==> src/rtl/alu_pkg.sv <==
// Shared definitions for the 16-bit ALU: default width and operation codes.
// op[2] inverts B and forces carry-in; op[1:0] selects the function.
package alu_pkg;
  localparam int WIDTH = 16;

  localparam logic [2:0] OP_AND   = 3'b000;
  localparam logic [2:0] OP_OR    = 3'b001;
  localparam logic [2:0] OP_ADD   = 3'b010;
  localparam logic [2:0] OP_RSVD  = 3'b011;
  localparam logic [2:0] OP_AND_N = 3'b100;
  localparam logic [2:0] OP_OR_N  = 3'b101;
  localparam logic [2:0] OP_SUB   = 3'b110;
  localparam logic [2:0] OP_SLT   = 3'b111;
endpackage

==> src/rtl/alu_core.sv <==
// Combinational ALU datapath: next result, zero, carry and signed overflow.
// A single adder serves ADD, SUB and SLT through the B-invert / carry-in path.
module alu_core
  import alu_pkg::*;
#(
  parameter int WIDTH = alu_pkg::WIDTH
) (
  input  logic [2:0]       op,
  input  logic [WIDTH-1:0] a,
  input  logic [WIDTH-1:0] b,
  output logic [WIDTH-1:0] result_nxt,
  output logic             zero_nxt,
  output logic             carry_nxt,
  output logic             overflow_nxt
);
  logic signed [WIDTH-1:0] a_s;
  logic signed [WIDTH-1:0] bb_s;
  logic        [WIDTH:0]   sum_ext;
  logic signed [WIDTH-1:0] sum_s;
  logic                    add_ovf;

  assign a_s     = a;
  assign bb_s    = op[2] ? ~b : b;
  assign sum_ext = {1'b0, a_s} + {1'b0, bb_s} + {{WIDTH{1'b0}}, op[2]};
  assign sum_s   = sum_ext[WIDTH-1:0];

  // Overflow: both adder inputs share a sign that the sum does not.
  assign add_ovf = (a_s[WIDTH-1] == bb_s[WIDTH-1]) && (sum_s[WIDTH-1] != a_s[WIDTH-1]);

  always_comb begin
    result_nxt   = '0;
    carry_nxt    = 1'b0;
    overflow_nxt = 1'b0;
    case (op)
      OP_AND, OP_AND_N: result_nxt = a_s & bb_s;
      OP_OR,  OP_OR_N:  result_nxt = a_s | bb_s;
      OP_ADD, OP_SUB: begin
        result_nxt   = sum_s;
        carry_nxt    = sum_ext[WIDTH];
        overflow_nxt = add_ovf;
      end
      OP_SLT:  result_nxt = {{(WIDTH-1){1'b0}}, sum_s[WIDTH-1] ^ add_ovf};
      OP_RSVD: result_nxt = '0;
      default: result_nxt = '0;
    endcase
  end

  assign zero_nxt = (result_nxt == '0);
endmodule

==> src/rtl/alu_16.sv <==
// 16-bit MIPS-style ALU: combinational core followed by one output register stage.
// Outputs hold while in_valid is low; out_valid marks a fresh result.
module alu_16
  import alu_pkg::*;
#(
  parameter int WIDTH = alu_pkg::WIDTH
) (
  input  logic             clk,
  input  logic             rst_n,
  input  logic [2:0]       op,
  input  logic [WIDTH-1:0] a,
  input  logic [WIDTH-1:0] b,
  input  logic             in_valid,
  output logic [WIDTH-1:0] result,
  output logic             zero,
  output logic             out_valid,
  output logic             carry_out,
  output logic             overflow
);
  logic [WIDTH-1:0] result_p0;
  logic             zero_p0;
  logic             carry_p0;
  logic             overflow_p0;

  logic signed [WIDTH-1:0] result_p1;
  logic                    zero_p1;
  logic                    carry_p1;
  logic                    overflow_p1;
  logic                    vld_p1;

  alu_core #(.WIDTH(WIDTH)) u_core (
    .op           (op),
    .a            (a),
    .b            (b),
    .result_nxt   (result_p0),
    .zero_nxt     (zero_p0),
    .carry_nxt    (carry_p0),
    .overflow_nxt (overflow_p0)
  );

  // Stage p0 -> p1: capture on valid, otherwise hold; reset clears an in-flight op.
  always_ff @(posedge clk or negedge rst_n) begin
    if (!rst_n) begin
      result_p1   <= '0;
      zero_p1     <= 1'b1;
      carry_p1    <= 1'b0;
      overflow_p1 <= 1'b0;
      vld_p1      <= 1'b0;
    end else begin
      vld_p1 <= in_valid;
      if (in_valid) begin
        result_p1   <= result_p0;
        zero_p1     <= zero_p0;
        carry_p1    <= carry_p0;
        overflow_p1 <= overflow_p0;
      end
    end
  end

  assign result    = result_p1;
  assign zero      = zero_p1;
  assign carry_out = carry_p1;
  assign overflow  = overflow_p1;
  assign out_valid = vld_p1;
endmodule

==> config.mk <==
export PLATFORM = sky130hd
export DESIGN_NAME = alu_16
export DESIGN_NICKNAME = d
export VERILOG_FILES = /design/src/rtl/alu_pkg.sv /design/src/rtl/alu_core.sv /design/src/rtl/alu_16.sv
export SDC_FILE = /design/constraint.sdc
export NUM_CORES = 1
export LEC_CHECK = 0
export CELL_PAD_IN_SITES_DETAIL_PLACEMENT = 0
export CELL_PAD_IN_SITES_GLOBAL_PLACEMENT = 1
export CORE_ASPECT_RATIO = 0.75
export CORE_MARGIN = 2
export CORE_UTILIZATION = 40
export CTS_CLUSTER_SIZE = 14
export DETAILED_ROUTE_END_ITERATION = 10
export PLACE_DENSITY = 0.85
export SYNTH_ARGS = -nofsm -noshare
export SYNTH_HDL_FRONTEND = slang
export SYNTH_SLANG_ARGS = --single-unit
==> constraint.sdc <==
create_clock -name clk -period 2.2 [get_ports clk]
set_input_delay 0.55 -clock clk [delete_from_list [all_inputs] [get_ports clk]]
set_output_delay 0.55 -clock clk [all_outputs]
set_load 0.03 [all_outputs]
## Yosys cells after proc, flatten, opt, wreduce, memory -nomap -nowiden

Index checks and enable logic that the tools add are counted.

| word-level totals | value |
|---|---|
| flip-flop bits (word level) | 20 |
| input bits | 38 |
| word-level logic and storage cells | 30 |
| output and inout port bits | 20 |

| operators by class | value |
|---|---|
| add/sub/neg operators | 2 |
| eq/ne operators | 9 |
| bitwise operators | 4 |
| reductions and logical operators | 6 |
| muxes and demuxes | 4 |

Operators with widths:

| kind | count |
|---|---|
| $pmux W16 S5 | 1 |
| $add A16 B16 Y17 | 1 |
| $add A17 B1 Y17 | 1 |
| $and A16 B16 Y16 | 1 |
| $logic_not A16 Y1 | 1 |
| $mux W16 | 1 |
| $not A16 Y16 | 1 |
| $or A16 B16 Y16 | 1 |
| $eq A3 B3 Y1 const B | 4 |
| $eq A3 B2 Y1 const B | 2 |
| $reduce_or A2 Y1 | 3 |
| $eq A3 B1 Y1 const B | 1 |
| $logic_not A3 Y1 | 1 |
| $mux W1 | 2 |
| $eq A1 B1 Y1 | 1 |
| $logic_and A1 B1 Y1 | 1 |
| $ne A1 B1 Y1 | 1 |
| $xor A1 B1 Y1 | 1 |

## Depth between registers and ports, before layout

| logic depth | value |
|---|---|
| depth after elaboration | 9 |
| mapped depth | 14 |
| depth with buffers taken out | 11 |

## Hierarchy

A second synthesis with hierarchy kept.

| unflattened totals | value |
|---|---|
| cell total of the unflattened synthesis | 278 |
| area total of the unflattened synthesis | 2546.2 µm² |

By module, submodules not included:

| module | area each (µm²) | instances | cells each | sequential area each (µm²) |
|---|---|---|---|---|
| alu_core | 1761.7 | 1 | 237 | 0.0 |
| alu_16 | 784.5 | 1 | 41 | 501.7 |

## Least setup slack after synthesis

OpenSTA, ideal clock, no wires.

| timing path | value |
|---|---|
| kind | input port to flip-flop |
| start point | in op[2] |
| end point | reg zero_p1 (netlist: zero) |
| setup time | 62 ps |
| setup slack | -1288 ps |
| stages on the path | 12 |
| data arrival time | 3426 ps |
| path through | buf_6 -> buf_1 -> xor2_1 -> fa_1 -> a21o_1 -> a221o_1 -> a211oi_2 -> o21bai_1 -> xnor2_1 -> a221oi_1 -> and4_1 -> a41o_1 |

| on the way | value |
|---|---|
| cells in the longest elaborated chain, start to end | 8 |
| elaborated cells on any way between the ends | 22 |

Ends and longest elaborated chain:

| element | line | text |
|---|---|---|
| from (decl) | alu_16.sv:10 | `input logic [2:0] op,` |
| $mux W16 | alu_core.sv:23 | `assign bb_s = op[2] ? ~b : b;` |
| $add A16 B16 Y17 | alu_core.sv:24 | `assign sum_ext = {1'b0, a_s} + {1'b0, bb_s} + {{WIDTH{1'b0}}, op[2]};` |
| $add A17 B1 Y17 | alu_core.sv:24 |  |
| $ne A1 B1 Y1 | alu_core.sv:28 | `assign add_ovf = (a_s[WIDTH-1] == bb_s[WIDTH-1]) && (sum_s[WIDTH-1] != a_s[WIDTH-1]);` |
| $logic_and A1 B1 Y1 | alu_core.sv:28 |  |
| $xor A1 B1 Y1 | alu_core.sv:42 | `OP_SLT: result_nxt = {{(WIDTH-1){1'b0}}, sum_s[WIDTH-1] ^ add_ovf};` |
| $pmux W16 S5 (*) | alu_core.sv:34 | `case (op)` |
| $logic_not A16 Y1 (*) | alu_core.sv:48 | `assign zero_nxt = (result_nxt == '0);` |
| to (signal assigned) | alu_16.sv:53 | `zero_p1 <= zero_p0;` |
| to (decl) | alu_16.sv:26 | `logic zero_p1;` |

Every way passes the cells marked *; elsewhere a longest branch is shown, timed or not.
A chain may end at the register's enable or synchronous reset.

## Final worst setup path

Ends and elaborated chain as after synthesis.

==> results.md <==
* Outcome: finished with violations
* Failing checks: negative setup slack
* Quantity of hold-fixing buffers added after cts at 0
* Number of nets in the layout at 513
* Dominant synthesized flop cell: dfrtp_1
* Worst min-delay path category: reg -> reg
* Number of enable flip-flop cells after synthesis at 0
* Final non-filler cell total at 519
* Gp weighted congestion at 0.944
* Die extent in x at 92.8 um
* Antenna cells at 0
* Number of core rows at 24
* Commonest non-fill, non-tap cell in the layout: buf_4
* PD cells at 530 nW/um^2
* Share of cells above drive strength 1 at 0.472
* Die area at 6550 um^2
* Peak ir drop on the vdd network at 0.249 mV
* Slowest stage delay, CP at 0.35 ns
* Netlist area before placement at 2360 um^2
* Period minus WS final at 3.00 ns
* Effective utilization at floorplan at 0.410
* Proportion of synthesized chip area in sequential cells at 0.212
* Cell-by-cell listing of the critical path: buf_12, mux2_4, fa_2, a21o_1, a221o_1, a211oi_2, buf_4, xnor2_4, a221oi_2, and4b_1, and4_1, a41o_1
* Pin count of the biggest net entering global routing at 36
* R2R setup slack at 1.37 ns
* Core occupancy in the finished layout at 0.773
* Setup slack after layout at -0.797 ns
* Commonest non-fill, non-tap cells in the layout: buf_4, clkdlybuf4s50_1, inv_1, nor2_1, dfrtp_1
* Fraction of the mapped netlist area in compound gates at 0.238
* Transition time at the pin with the least slew margin at 0.459 ns
* Global routing usage on met3 at 0.0181
* Area of the placeable core at 5770 um^2
* P_leak at 0.00208 uW
* Source-to-sink clock delay at the later pin of the worst-skew pair at 0.26 ns
* Worst path arrival time at 3.20 ns
* Routed length per instance at 16.1 um
* Antenna violations before repair at 0
* Cell at the root of the clock tree: clkbuf_8
* Net count of the mapped netlist at 360
* Gate count of the mapped netlist at 289
* TritonCTS Buffers at 3
* Count of clock tree sinks at 20
* Portion of netlist area occupied by mux cells at 0.0455
* Average footprint of a synthesized cell at 8.18 um^2
* Count of buffers from port buffering at 57
* Endpoint kind of the worst setup timing path: register
* CP max FO at 6
* Total wire length at 8.36 mm
* Die Span Y at 70.6 um
* Number of levels the H-tree was split into at 1
* Area Growth Syn to Fin at 88.6%
* Met2 Track Usage GR at 0.396
* Xor/xnor share of the synthesized area at 0.107
* Flops & latches, synth at 20
* First-pass GRT wire length at 12.3 mm
* Post-detailed-route via-to-cell ratio at 5.31
* Yosys warnings at 0
* Synth cell types at 48
* Detailed-route via count at 2,756
* Combinational family with the most area after synthesis: compound AO/OA/AOI/OAI gates
* Layer carrying the most global-route usage: met2
* RSZ-0062 raised after global routing: true
* Critical path startpoint category: input pin
* Headroom to the max-slew limit at 0.692
* Cell count after placement at 502
* Post-synth top area share at 0.201
* GRT met1 Usage at 0.315
* Cell taking the most area after synthesis: dfrtp_1
* Reg clk slew, reported paths at 0.07 ns
* Clock tree from TritonCTS: yes
* Simple-Gate Fraction of Synth Area at 0.137
* Final Hold Vio Count at 0
* Max_cap viols at 0
* Buffers from clock root to sink, at most at 2
* Data required time of the critical path at 2.41 ns
* Number of global-route vias before repair at 2,636
* I/O pin cnt at 58
* Crit-path slowest cell: a221o_1
* Top area cells in the synthesized netlist: dfrtp_1, ha_1, xor2_1, a21oi_1, inv_1
* Remaining antenna violation count after routing at 0
* Drt first-iter violations at 127
* Layout fillers at 383
* Final-layout setup total negative slack at -7.89 ns
* Total iterations of the first detailed-routing run at 5
* Count of final setup violators at 17
* Critical path type: in -> reg
* Asr flop ratio synth at 1.00
* Number of max-slew violations in the final report at 0
* Clock skew at 0 ns
* Adder and majority gate portion of the synthesized area at 0.178
* Tcrit/Tclk final at 1.36
* Maximum operating frequency at 0.334 GHz
* DP Wirelength at 5.48 mm
* Total global routing track utilization at 0.230
* Overflow left after global routing at 0
* DRC errors left at 0
## through the flow
stage	cell area [um^2]	power (uW)	worst slack, ns	hold WS (ns)
5_1_grt	4460	2480	-0.872	0.518
6_report	4460	2360	-0.797	0.495
3_3_place_gp	3710	1600	-1.49	0.465
3_5_place_dp	3710	1620	-1.64	0.469
4_1_cts	4200	2160	-0.867	0.485
2_1_floorplan	2440	1080	-0.959	0.254
## flip-flops by register name (all words and copies together), names as in the netlist
signal and flops:
carry_out 1, out_valid 1, overflow 1, result 16, zero 1
## cell usage after synthesis (2+ instances only)
cell type,instances
inv_1,37
nor2_1,33
ha_1,32
a21oi_1,28
dfrtp_1,19
xor2_1,18
nand2_1,15
xnor2_1,11
clkbuf_1,10
o21ai_0,10
mux2i_1,7
a221oi_1,6
nand2b_1,5
a211oi_1,3
a21o_1,3
a31oi_1,3
and4_1,3
nand3_1,3
nor2b_1,3
o211ai_1,3
o21a_1,3
a221oi_2,2
a41o_1,2
and4b_1,2
buf_1,2
mux2_2,2
o22ai_1,2
or2_2,2
## final timing paths
check / startpoint / end / depth (start not counted)
max: op[2] / zero$_DFFE_PN1P_ / 12
min: result[1]$_DFFE_PN0P_ / result[1]$_DFFE_PN0P_ / 1
max reg2reg: overflow$_DFFE_PN0P_ / overflow$_DFFE_PN0P_ / 2
min reg2reg: result[1]$_DFFE_PN0P_ / result[1]$_DFFE_PN0P_ / 1
max in group asynchronous: rst_n / zero$_DFFE_PN1P_ / 2
min in group asynchronous: rst_n / result[11]$_DFFE_PN0P_ / 2
## cell type report
| type | instances | area (um^2) | area share |
|---|---|---|---|
| timing repair buffer | 161 | 1400 | 0.313 |
| clock inverter | 1 | 30.0 | 0.00674 |
| inverter | 37 | 139 | 0.0312 |
| multi-input combinational | 219 | 2250 | 0.505 |
| sequential | 20 | 502 | 0.113 |
| clock buffer | 3 | 41.3 | 0.00926 |
| tap | 78 | 97.6 | 0.0219 |
## repair_timing
item                       CTS  global route
pin swaps                   50            33
hold endpoints to repair     0             0
gates resized for setup     88            58
setup buffers               13             6
setup endpoints to repair   19            18
## cells by family after synthesis
| kind of cell | after synthesis |
|---|---|
| compound gates | 78 |
| xor+xnor | 29 |
| fa+ha+maj | 33 |
| buf+inv | 50 |
| flops | 20 |
| mux | 10 |
| simple gates | 69 |
## metal layers
layer,up-vias,part of all wire
met2,117,0.47
met1,1301,0.45
li1,1303,-
met3,35,0.051
met5,-,0
met4,0,0.032
## where the power goes
part	switching (uW)	internal (uW)
clock network	118	243
registers	27.3	416
logic	759	800
## worst max-delay path, delay by kind of cell
kind	cells	cell delay (ns)
multiplexers	1	0.28
AND/OR/NAND/NOR	2	0.40
XOR/XNOR	1	0.06
adder cells (fa/ha/maj)	1	0.34
buffers and inverters	2	0.30
AO/OA/AOI/OAI	5	1.26
Power figures use the tool's default switching activity.
